### src/rtl/mem_arbiter.sv
// mem_arbiter: shares the single off-chip block memory port between the
// I-cache and the D-cache. Each grant is held until mem_ready, then one
// RELEASE cycle follows so the winner can drop or change its request.
module mem_arbiter #(
  parameter int ADDR_W     = 28,
  parameter int DATA_W     = 128,
  parameter int FIXED_PRIO = 0
) (
  input  logic              clk,
  input  logic              proc_reset,
  input  logic              ic_read,
  input  logic              ic_write,
  input  logic [ADDR_W-1:0] ic_addr,
  input  logic [DATA_W-1:0] ic_wdata,
  output logic [DATA_W-1:0] ic_rdata,
  output logic              ic_ready,
  input  logic              dc_read,
  input  logic              dc_write,
  input  logic [ADDR_W-1:0] dc_addr,
  input  logic [DATA_W-1:0] dc_wdata,
  output logic [DATA_W-1:0] dc_rdata,
  output logic              dc_ready,
  output logic              mem_read,
  output logic              mem_write,
  output logic [ADDR_W-1:0] mem_addr,
  output logic [DATA_W-1:0] mem_wdata,
  input  logic [DATA_W-1:0] mem_rdata,
  input  logic              mem_ready
);

  typedef enum logic [1:0] {IDLE, GNT_I, GNT_D, RELEASE} state_t;

  state_t              state_q, state_d;
  logic                last_d_q, last_d_d;   // 1: most recent grant went to D
  logic                wr_q, wr_d;
  logic                rd_q, rd_d;
  logic [ADDR_W-1:0]   addr_q, addr_d;
  logic [DATA_W-1:0]   wdata_q, wdata_d;

  logic req_i, req_d, pick_d, gnt_d;

  // State register and latched transfer; reset comes up idle with D as
  // the previous winner so I takes the first tie.
  always_ff @(posedge clk) begin
    if (proc_reset) begin
      state_q  <= IDLE;
      last_d_q <= 1'b1;
      wr_q     <= 1'b0;
      rd_q     <= 1'b0;
      addr_q   <= '0;
      wdata_q  <= '0;
    end else begin
      state_q  <= state_d;
      last_d_q <= last_d_d;
      wr_q     <= wr_d;
      rd_q     <= rd_d;
      addr_q   <= addr_d;
      wdata_q  <= wdata_d;
    end
  end

  // Arbitration, next state and all outputs.
  always_comb begin
    state_d   = state_q;
    last_d_d  = last_d_q;
    wr_d      = wr_q;
    rd_d      = rd_q;
    addr_d    = addr_q;
    wdata_d   = wdata_q;
    ic_rdata  = '0;
    ic_ready  = 1'b0;
    dc_rdata  = '0;
    dc_ready  = 1'b0;
    mem_read  = 1'b0;
    mem_write = 1'b0;
    mem_addr  = '0;
    mem_wdata = '0;
    req_i     = ic_read | ic_write;
    req_d     = dc_read | dc_write;
    // D wins when alone, when fixed priority is on, or when I won last time.
    pick_d    = req_d & (~req_i | (FIXED_PRIO != 0) | ~last_d_q);
    gnt_d     = (state_q == GNT_D);

    case (state_q)
      IDLE: begin
        if (req_i | req_d) begin
          // Write dominates if a client raises both strobes.
          wr_d     = pick_d ? dc_write : ic_write;
          rd_d     = ~wr_d;
          addr_d   = pick_d ? dc_addr  : ic_addr;
          wdata_d  = pick_d ? dc_wdata : ic_wdata;
          last_d_d = pick_d;
          state_d  = pick_d ? GNT_D : GNT_I;
        end
      end
      GNT_I, GNT_D: begin
        // Strobe falls in the ready cycle so memory never sees a second access.
        mem_read  = rd_q & ~mem_ready;
        mem_write = wr_q & ~mem_ready;
        mem_addr  = addr_q;
        mem_wdata = wdata_q;
        if (mem_ready) begin
          ic_ready = ~gnt_d;
          dc_ready = gnt_d;
          ic_rdata = gnt_d ? '0 : mem_rdata;
          dc_rdata = gnt_d ? mem_rdata : '0;
          state_d  = RELEASE;
        end
      end
      RELEASE: state_d = IDLE;
      default: state_d = IDLE;
    endcase
  end

endmodule

### config.mk
export PLATFORM = sky130hd
export DESIGN_NAME = mem_arbiter
export DESIGN_NICKNAME = d
export VERILOG_FILES = /design/src/rtl/mem_arbiter.sv
export SDC_FILE = /design/constraint.sdc
export NUM_CORES = 1
export LEC_CHECK = 0
export CAP_MARGIN = 20
export CORE_AREA = 2 2 337 339
export CTS_BUF_LIST = sky130_fd_sc_hd__clkbuf_8
export DETAILED_ROUTE_END_ITERATION = 7
export DIE_AREA = 0 0 339 341
export MAX_ROUTING_LAYER = met4
export PLACE_DENSITY = 0.37
export SLEW_MARGIN = 20
export SYNTH_ARGS = -nofsm -noshare
export SYNTH_HDL_FRONTEND = slang
export SYNTH_SLANG_ARGS = --single-unit
### constraint.sdc
create_clock -name clk -period 3.4 [get_ports clk]
set_clock_uncertainty 0.1 [all_clocks]
set_input_delay 0.51 -clock clk [delete_from_list [all_inputs] [get_ports clk]]
set_output_delay 0.51 -clock clk [all_outputs]
set_load 0.005 [all_outputs]
**Word level (Yosys, flattened, before mapping)**

Index checks and enable logic that the tools add are counted.

- Bits in registers: 161

- Eq/ne operators: 5
- Reductions and logical operators: 4
- Bitwise operators: 12
- Muxes and demuxes: 21

Operator list:

| cell | number |
|---|---|
| $mux 128 | 8 |
| $mux 28 | 2 |
| $mux 1 | 7 |
| $mux 2 | 3 |
| $pmux 2 s3 | 1 |
| $not 1->1 | 5 |
| $eq 2x2->1 const B | 2 |
| $ne 2x2->1 const B | 2 |
| $or 1x1->1 | 4 |
| $reduce_and 2->1 | 2 |
| $and 1x1->1 | 3 |
| $eq 2x1->1 const B | 1 |
| $logic_not 2->1 | 1 |
| $reduce_or 2->1 | 1 |

**Logic depth before layout (Yosys ltp)**

- Depth after elaboration: 7
- Depth in mapped cells: 8
- Depth with buffers taken out: 5

**Least setup slack after synthesis**

Ideal clock, no wire load.

- Path kind: register to output
- Start: register state_q[1]
- End: output ic_rdata[0]
- Data arrival time: 1550 ps
- Stages on the path, launching flop included: 8
- Setup slack: 1240 ps
- Cell sequence: dfxtp_1 > inv_1 > ha_1 > nand2_1 > nor2_1 > clkbuf_1 > clkbuf_1 > and2_1

- Cells in the longest elaborated chain, start to end: 4
- Elaborated cells on any way between the ends: 6

Ends and longest elaborated chain:

| item | line | source |
|---|---|---|
| from (decl) | 33 | `state_t state_q, state_d;` |
| from (signal assigned) | 53 | `state_q <= state_d;` |
| $eq 2x2->1 | 82, 84 |  |
| $mux 128 | 105 | `ic_rdata = gnt_d ? '0 : mem_rdata;` |
| $mux 128 | 102 | `if (mem_ready) begin` |
| $mux 128 * | 84 | `case (state_q)` |
| to (decl) | 15 | `output logic [DATA_W-1:0] ic_rdata,` |

Mark *: on every way between the ends. The rest lies on a longest branch, timed or not.

**Final worst setup path**

- Start: register state_q[1]
- End: output ic_rdata[79]

The elaborated chain is that of the path after synthesis.

==> run summary <==
Synth area leader: dfxtp_1
Final HPWL DP: 70700 um
post-DR wirelength/cell: 24.3 um
CTS Sinks: 161
CTS clk-pin slew, worst paths: 120 ps
Power Dens Cells: 617 mW/mm^2
number of flops mapped to enable cells by yosys: 0
Congestion Overflow GR: 0
first-pass GRT wire length: 121000 um
slowest stage delay, CP: 520 ps
All-Layer GR Usage: 0.155
Setup violations, final: 0
Core Area: 0.112 sq mm
crit path kind: register to output pin
Final Wtd Congestion: 0.880
Buf/Inv on CP: 4
final WL: 90500 um
buffer levels on the longest clock path: 2
startpoint types: register
layout cells sized above 1: 0.0572
Mapped Cells: 1405
# nets final: 2640
Initial DRC Count: 590
Area Growth Syn to Fin: 110%
drt pass-1 iters: 5
Chip Height: 341 um
max-cap viol count: 0
Port-buffer cells: 862
via count: 13962
Syn Nets: 1855
Synth top cells by count: and2_1 (415), nor2_1 (162), dfxtp_1 (161), a31oi_1 (158), o21ai_0 (157)
max-slew violations: 0
vias in the first global route: 14169
top cell type's share of synthesized area: 0.313
die width: 339 um
ys async rst share: 0
Mapped Area: 0.0103 sq mm
critical path's top delay family: buffers and inverters
sequential-to-total area share from yosys stat: 0.313
Synth Register Bits: 161
max layer used: met4
met1 wire length: 33200 um
DR vias/cell: 3.75
RSZ-0062 raised after global routing: false
maximum clock frequency: 307 MHz
Hold Path Class: input pin to register
CP max stage cell: clkdlybuf4s50_1
TritonCTS buffer count: 17
met3 WL: 6750 um
final hold slack: 336 ps
H-tree lvl count: 4
Area contributors post-synth: dfxtp_1 (31%), and2_1 (25%), a211oi_1 (11%)
Worst Setup End Kind: output pin
CTS tree: built
CTS root buf: clkbuf_8
Netlist cell types: 31
data arrival time of the critical path: 2640 ps
placement row count: 123
Leakage: 8.09 nW
Least-Margin Pin Slew: 706 ps
pin count of the biggest net entering global routing: 96
starting density of the core: 0.0920
period utilization: 0.957
Final Critical Period: 3250 ps
worst skew pair latency: 590 ps
prevailing post-synth register cell: dfxtp_1
Post-Syn Area per Cell: 7.32 sq um
Antenna Nets Post-Route: 0
CP required: 2790 ps
total power: 13.4 mW
FILL cells: 12767
most common cell in the netlist: and2_1
largest fanout on the critical path: 14
status: complete, no violations
relative slew slack: 0.529
Syn. warnings: 0
CP Cell Sequence: inv_2, ha_4, nand2_2, nor2_4, buf_12, clkbuf_16, and2_1, clkdlybuf4s50_1
Die Outline Area: 0.116 sq mm
peak supply drop: 424 uV
DRC viols: 0
routed wl met2: 47800 um
Top Ports: 863
initial antenna violation count: 46
Final Hold Fails: 0
## metrics by stage
step,area (sq um),setup slack [ps],TNS [ps],util,cells
global route,21600,23.9,0,0.193,3719
finish,21600,147,0,0.193,3724
detailed placement,20900,322,0,0.186,3649
floorplan,10300,1240,0,-,1405
global placement,20900,341,0,0.186,3649
CTS,21500,-4.19,-17.1,0.192,3701
## sequential cells by signal (all words and copies together) (netlist names)
register / flops
wr_q: 1
rd_q: 1
wdata_q: 128
last_d_q: 1
addr_q: 28
state_q: 2
## logic make-up after synthesis
group	synth area share
adder cells (fa/ha/maj)	0.00365
multiplexers	0.00109
buffers and inverters	0.0678
flip-flops	0.313
AND/OR/NAND/NOR	0.318
AO/OA/AOI/OAI	0.296
## cells in the final DEF (no fill, tap or decap), types with 2 or more instances in the layout
cell and count:
dfxtp_1 159, buf_4 29, nand2_1 3, buf_12 33
clkbuf_8 17, dfxtp_2 2, a211oi_1 156, inv_6 6
o21ai_0 157, and2_1 414, bufbuf_16 2, clkinv_2 2
inv_8 4, ha_1 2, dlymetal6s2s_1 8, clkdlybuf4s50_1 759
buf_16 5, diode_2 21, a31oi_1 158, nor2_4 2
dlygate4sd2_1 91, buf_6 5, inv_2 2, nor2_1 160
## power breakdown
group | internal [mW] | switching [mW] | total (mW)
Sequential | 2.71 | 0.401 | 3.11
Combinational | 4.27 | 4.41 | 8.67
Clock | 0.541 | 1.05 | 1.59
## routing by layer
metal / vias to the layer above / global-route usage
li1: 6515 / -
met1: 6677 / 0.155
met2: 666 / 0.284
met3: 104 / 0.0481
met4: 0 / 0.0504
met5: - / -
## area by class of cell
type                       count  area, sq um  share of cell area
clock buffer                  17          234              0.0108
clock inverter                15          140             0.00647
tap                         1500         1880              0.0867
inverter                       2         7.51            0.000347
multi-input combinational   1074         6440               0.297
sequential                   161         3230               0.149
antenna                       21         52.6             0.00243
timing repair buffer         934         9670               0.447
## worst paths after layout
check,from,end,slack [ps],depth (start not counted)
setup / recovery,state_q[1],ic_rdata[79],150,8
hold / removal,proc_reset,addr_q[9],340,2
setup reg to reg,state_q[0],wdata_q[59],1350,6
hold reg to reg,wdata_q[114],wdata_q[114],400,2
## timing repair
action	4_1_cts	5_1_grt
pin swaps	3	2
buffers inserted	13	1
setup endpoints to repair	210	109
gates cloned	7	1
gates resized for setup	107	14
hold buffers	0	0
Power figures use the tool's default switching activity.
